**src/rtl/gate_motor_sequencer.sv**
```systemverilog
// Gate motor sequencer: one push-button plus limit/obstacle sensors drive interlocked
// open/close motor enables with dead time, travel timeout and obstacle reversal.
// Auto-close in OPEN is built only when GATE_AUTO_CLOSE_EN is defined.
module gate_motor_sequencer #(
  parameter int DEBOUNCE_CYCLES   = 540000,
  parameter int DEAD_CYCLES       = 2700,
  parameter int TRAVEL_TIMEOUT    = 270000000,
  parameter int AUTO_CLOSE_CYCLES = 135000000
) (
  input  logic       CLOCK_27,
  input  logic       RESET,
  input  logic       KEY_N,
  input  logic       LIMIT_OPEN,
  input  logic       LIMIT_CLOSED,
  input  logic       OBSTACLE,
  output logic       MOTOR_OPEN,
  output logic       MOTOR_CLOSE,
  output logic [2:0] STATE,
  output logic       FAULT,
  output logic [6:0] HEX0,
  output logic       LEDG,
  output logic       LEDR
);
  localparam int DBW = (DEBOUNCE_CYCLES < 2) ? 1 : $clog2(DEBOUNCE_CYCLES + 1);
  localparam int DW  = (DEAD_CYCLES < 1) ? 1 : $clog2(DEAD_CYCLES + 1);
  localparam int TW  = (TRAVEL_TIMEOUT < 2) ? 1 : $clog2(TRAVEL_TIMEOUT + 1);
  localparam logic [DBW-1:0] DB_LAST     = DBW'(DEBOUNCE_CYCLES - 1);
  localparam logic [DW-1:0]  DEAD_LOAD   = DW'(DEAD_CYCLES);
  localparam logic [TW-1:0]  TRAVEL_LAST = TW'(TRAVEL_TIMEOUT - 1);

  typedef enum logic [2:0] {
    S_CLOSED  = 3'd0,
    S_OPENING = 3'd1,
    S_OPEN    = 3'd2,
    S_CLOSING = 3'd3,
    S_STOP_O  = 3'd4,
    S_STOP_C  = 3'd5,
    S_FAULT   = 3'd6
  } state_t;

  logic [1:0]     r_key_sync, r_lo_sync, r_lc_sync, r_obs_sync;
  logic           r_key_stable, r_press;
  logic [DBW-1:0] r_db_cnt;
  logic [DW-1:0]  r_dead, w_dead_nxt;
  logic [TW-1:0]  r_travel;
  logic           r_motor_open, r_motor_close;
  state_t         r_state, w_next;
  logic           w_key, w_lo, w_lc, w_obs;
  logic           w_travel_st, w_enter, w_timeout, w_auto_expire;

  // Two-flop synchronizers; KEY_N idles released
  always_ff @(posedge CLOCK_27) begin
    if (RESET) begin
      r_key_sync <= 2'b11;
      r_lo_sync  <= 2'b00;
      r_lc_sync  <= 2'b00;
      r_obs_sync <= 2'b00;
    end else begin
      r_key_sync <= {r_key_sync[0], KEY_N};
      r_lo_sync  <= {r_lo_sync[0], LIMIT_OPEN};
      r_lc_sync  <= {r_lc_sync[0], LIMIT_CLOSED};
      r_obs_sync <= {r_obs_sync[0], OBSTACLE};
    end
  end

  assign w_key = r_key_sync[1];
  assign w_lo  = r_lo_sync[1];
  assign w_lc  = r_lc_sync[1];
  assign w_obs = r_obs_sync[1];

  // Debounce: a level is accepted once it differs from the stable level for DEBOUNCE_CYCLES
  always_ff @(posedge CLOCK_27) begin
    if (RESET) begin
      r_key_stable <= 1'b1;
      r_db_cnt     <= '0;
      r_press      <= 1'b0;
    end else begin
      r_press <= 1'b0;
      if (w_key == r_key_stable) begin
        r_db_cnt <= '0;
      end else if (r_db_cnt == DB_LAST) begin
        r_key_stable <= w_key;
        r_db_cnt     <= '0;
        r_press      <= ~w_key;
      end else begin
        r_db_cnt <= r_db_cnt + DBW'(1);
      end
    end
  end

`ifdef GATE_AUTO_CLOSE_EN
  localparam int AW = (AUTO_CLOSE_CYCLES < 2) ? 1 : $clog2(AUTO_CLOSE_CYCLES + 1);
  localparam logic [AW-1:0] AUTO_LAST = AW'(AUTO_CLOSE_CYCLES - 1);
  logic [AW-1:0] r_auto;

  always_ff @(posedge CLOCK_27) begin
    if (RESET || r_state != S_OPEN || w_obs) begin
      r_auto <= '0;
    end else if (r_auto != '1) begin
      r_auto <= r_auto + AW'(1);
    end
  end

  assign w_auto_expire = (r_state == S_OPEN) && !w_obs && (r_auto == AUTO_LAST);
`else
  assign w_auto_expire = 1'b0;
`endif

  assign w_travel_st = (r_state == S_OPENING) || (r_state == S_CLOSING);
  assign w_timeout   = (r_travel == TRAVEL_LAST);

  always_comb begin
    w_next = r_state;
    if (r_state != S_FAULT && w_lo && w_lc) begin
      w_next = S_FAULT;
    end else begin
      case (r_state)
        S_CLOSED:  if (r_press) w_next = S_OPENING;
        S_OPENING: begin
          if (w_lo)           w_next = S_OPEN;
          else if (w_timeout) w_next = S_FAULT;
          else if (r_press)   w_next = S_STOP_O;
        end
        S_OPEN: begin
          if (r_press)            w_next = S_CLOSING;
          else if (w_auto_expire) w_next = S_CLOSING;
        end
        S_CLOSING: begin
          if (w_lc)           w_next = S_CLOSED;
          else if (w_obs)     w_next = S_OPENING;
          else if (w_timeout) w_next = S_FAULT;
          else if (r_press)   w_next = S_STOP_C;
        end
        S_STOP_O:  if (r_press) w_next = S_CLOSING;
        S_STOP_C:  if (r_press) w_next = S_OPENING;
        S_FAULT:   w_next = S_FAULT;
        default:   w_next = S_FAULT;
      endcase
    end
  end

  // Any entry into a travel state, reversal included, restarts dead time and travel time
  assign w_enter = ((w_next == S_OPENING) || (w_next == S_CLOSING)) && (w_next != r_state);

  always_comb begin
    w_dead_nxt = '0;
    if (w_enter)                        w_dead_nxt = DEAD_LOAD;
    else if (w_travel_st && r_dead != '0) w_dead_nxt = r_dead - DW'(1);
  end

  always_ff @(posedge CLOCK_27) begin
    if (RESET) begin
      r_state       <= S_CLOSED;
      r_dead        <= '0;
      r_travel      <= '0;
      r_motor_open  <= 1'b0;
      r_motor_close <= 1'b0;
    end else begin
      r_state       <= w_next;
      r_dead        <= w_dead_nxt;
      r_motor_open  <= (w_next == S_OPENING) && (w_dead_nxt == '0);
      r_motor_close <= (w_next == S_CLOSING) && (w_dead_nxt == '0);
      if (w_enter || !w_travel_st) r_travel <= '0;
      else if (r_travel != '1)     r_travel <= r_travel + TW'(1);
    end
  end

  always_comb begin
    case (r_state)
      S_CLOSED:            HEX0 = 7'b0001110;
      S_OPEN:              HEX0 = 7'b0001000;
      S_OPENING, S_CLOSING: HEX0 = 7'b0111111;
      S_STOP_O, S_STOP_C:  HEX0 = 7'b0010010;
      default:             HEX0 = 7'b0000110;
    endcase
  end

  assign STATE       = r_state;
  assign FAULT       = (r_state == S_FAULT);
  assign MOTOR_OPEN  = r_motor_open;
  assign MOTOR_CLOSE = r_motor_close;
  assign LEDG        = r_motor_open;
  assign LEDR        = r_motor_close;
endmodule

```
**config.mk**
```make
export PLATFORM = sky130hd
export DESIGN_NAME = gate_motor_sequencer
export DESIGN_NICKNAME = d
export VERILOG_FILES = /design/src/rtl/gate_motor_sequencer.sv
export SDC_FILE = /design/constraint.sdc
export NUM_CORES = 1
export LEC_CHECK = 0
export CAP_MARGIN = 30
export CELL_PAD_IN_SITES_DETAIL_PLACEMENT = 0
export CELL_PAD_IN_SITES_GLOBAL_PLACEMENT = 1
export CORE_MARGIN = 4
export CORE_UTILIZATION = 26
export CTS_BUF_LIST = sky130_fd_sc_hd__clkbuf_8 sky130_fd_sc_hd__clkbuf_16
export DETAILED_ROUTE_END_ITERATION = 8
export PLACE_DENSITY_LB_ADDON = 0.1
export SLEW_MARGIN = 20
export SYNTH_ARGS = -nofsm -noshare
export SYNTH_HDL_FRONTEND = slang
export SYNTH_SLANG_ARGS = --single-unit
```
**constraint.sdc**
```tcl
create_clock -name CLOCK_27 -period 2.6 [get_ports CLOCK_27]
set_input_delay 0.78 -clock CLOCK_27 [delete_from_list [all_inputs] [get_ports CLOCK_27]]
set_output_delay 0.78 -clock CLOCK_27 [all_outputs]
set_load 0.02 [all_outputs]
```
==> metrics <==
Top FF cell, synth dfxtp_1; post-route ant nets 0; clock slew at reported path FFs 0.06 ns; pwr dens 515 mW/mm²; via count 3204; final hold vios 0; GR Overflow Total 0; worst-margin pin slew 0.570 ns; outcome completed; I/O pin count 21; YS warnings 0; # nets final 481; RSZ-0062 raised after global routing false; number of fillers in the final layout 1572; FF-to-FF Start STATE[2]; global-route wire length before repair 16300 µm; Final Cell Area 0.00473 mm²; Max FO, Critical Path 10; total power 2.43 mW; Die Height 132 µm; cell breakdown of the critical path buf_4 -> nor2_1 -> nand2_1 -> clkdlybuf4s50_1; setup violators final 0; mux share of post-synthesis cell area 1.29%; Critical Path Sink Type primary output; Synth Area in Simple Gates 35.1%; Multi-input gate area 0.00227 mm²; area growth from synthesis to layout 18.7%; post-synthesis xor/xnor area fraction 11.7%; Pleak 1.57 nW; max_slew headroom 61.7%; final core utilization 32.0%; clock tree buffer depth 2; slowest stage cell, crit path clkdlybuf4s50_1; CP required 1.82 ns; PortBufs 19; unique cell type count in the Yosys netlist 56; synthesized cell area 0.00398 mm²; Register Area 0.00152 mm²; minimum clock period 2.44 ns; Final Skew 0.00687 ns; syn_nets 456; syn_area_per_cell 8.93 µm²; pre-CTS setup slack 0.225 ns; CP delay by family, top buffers and inverters; dpl hpwl 6700 µm; Clock Sinks 76; Slowest Stage Delay on Critical Path 0.60 ns; sequential cell area fraction in the yosys report 38.2%; WP data arrival 1.66 ns; DP Area 0.00444 mm²; Starting DRT DRC Count 181; die area 0.0174 mm²; post-synthesis compound-gate area fraction 7.54%; asr flop ratio synth 0%; TritonRoute pass-1 iters 4; flops & latches, synth 76; Initial Util 27.0%; die width 132 µm; Buf+Inv Stages, Crit Path 2; # rows 44; Skew-Pair Late Insertion Delay 0.34 ns; DRC violation count after routing 0; DR WL/cell 14.5 µm; final worst slack 0.163 ns; GP Congestion 0.763; depth of the CTS H-tree 3; Num CTS Buffers 9; FMAX 0.410 GHz; vias in the first global route 3069; Worst IR Drop VDD 0.273 mV; Root Buffer Master clkbuf_16; Fin Setup TNS 0 ns; CTS Hold Bufs 0; Synth Instances 446; most frequent cells in the layout dfxtp_1, nor2_1, xor2_1; TritonCTS clock tree built; Worst Hold Class flip-flop to flip-flop; Setup crit start kind flip-flop; hold path startpoint r_key_sync[0]; CTS resizes 4; Final Cycle Share 93.7%; largest net degree at the start of global routing 37; via density per instance 4.85; maximum capacitance violations 0; commonest non-fill, non-tap cell in the layout dfxtp_1; ant diodes 0; Placeable Area 0.0148 mm²; Post-synth EDFFs 0; Critical Setup Path Class flip-flop to primary output; initial antenna violation count 0; fin. max-slew vios 0; share of cells above drive strength 1 16.4%; largest family of logic cells by synthesized area simple AND/OR/NAND/NOR gates; GRT Total Usage 11.5%; fraction of the mapped netlist area in adder cells 1.26%; Routed WL 9540 µm; CP startpoint STATE[2]; post-CTS setup buffer count 0
[cells in the mapped netlist (2+ instances only)]
library cell,instances,area (µm²)
mux2i_1,4,40.0
xnor2_1,16,140
inv_1,11,41.3
or3_1,2,12.5
nor3_2,30,300
buf_4,5,37.5
xor2_1,37,324
nand2_1,33,124
nand4_1,20,125
nand3_1,26,130
o21ai_0,10,50.1
a31oi_1,6,37.5
nor3_1,15,75.1
buf_6,4,45.0
nor2b_1,9,56.3
ha_1,4,50.1
nor4_1,10,62.6
or2_2,2,12.5
and4_1,3,26.3
nand2b_1,7,43.8
nor4b_1,6,52.6
nand3b_1,2,15.0
o31ai_1,2,15.0
and3_1,8,50.1
nand4b_1,5,43.8
nor3b_1,4,30.0
and2_1,6,37.5
buf_2,4,20.0
dfxtp_1,76,1520
clkbuf_1,13,48.8
nor2_1,37,139
o22ai_1,4,25.0
a21o_1,2,15.0
[worst paths after layout]
path	slack, ns	cells past startpoint	to
worst max-delay path	0.16	4	HEX0[1]
worst min register to register	0.43	1	r_key_sync[1]
worst min-delay path	0.43	1	r_key_sync[1]
worst max register to register	0.20	8	r_dead[6]
[logic make-up after synthesis]
logic type | after synthesis
simple gates | 230
flops | 76
xor+xnor | 53
compound gates | 39
buf+inv | 38
mux | 5
fa+ha+maj | 4
other cells | 1
[flip-flops by register name, indices dropped and copies added (netlist names), 2 cells and up]
signal,cells
r_db_cnt,20
r_travel,29
r_obs_sync,2
r_dead,12
r_lc_sync,2
r_key_sync,2
STATE,3
r_lo_sync,2
[power breakdown]
group | internal (mW) | switching (mW) | total [mW] | leakage (nW)
Sequential | 1.17 | 0.00566 | 1.18 | 0.614
Clock | 0.720 | 0.496 | 1.22 | 0.142
Combinational | 0.0206 | 0.0198 | 0.0405 | 0.817
[layout make-up]
type                    count  area share, %
multi-input cells         332           47.9
flip-flops and latches     76           32.2
repair buffers             40           7.91
clock buffers              12           5.64
well taps                 184           4.87
inverters                  12          0.953
clock inverters             4          0.503
[per-stage QoR]
stage / cells / hold WS, ns
after CTS: 660 / 0.429
final: 660 / 0.425
after global routing: 660 / 0.462
after floorplan: 446 / 0.389
after global placement: 644 / 0.406
after detailed placement: 644 / 0.397
[routing by layer]
metal	wire [µm]	vias up	share of wire, %	track usage (%)
met5	0	-	0	0
met3	278	10	2.9	3.36
met1	4860	1545	51	15.9
met4	146	0	1.5	4.03
li1	-	1619	-	-
met2	4250	30	45	17.2
[worst reg2reg max path, stage by stage (launching register included)]
cell	delay, ns
dfxtp_1	0.34
buf_4	0.18
nor3b_1	0.30
o21ai_0	0.20
and4_4	0.24
a2111oi_4	0.49
a31oi_4	0.16
buf_12	0.22
nor3b_1	0.19
Power figures use the tool's default switching activity.
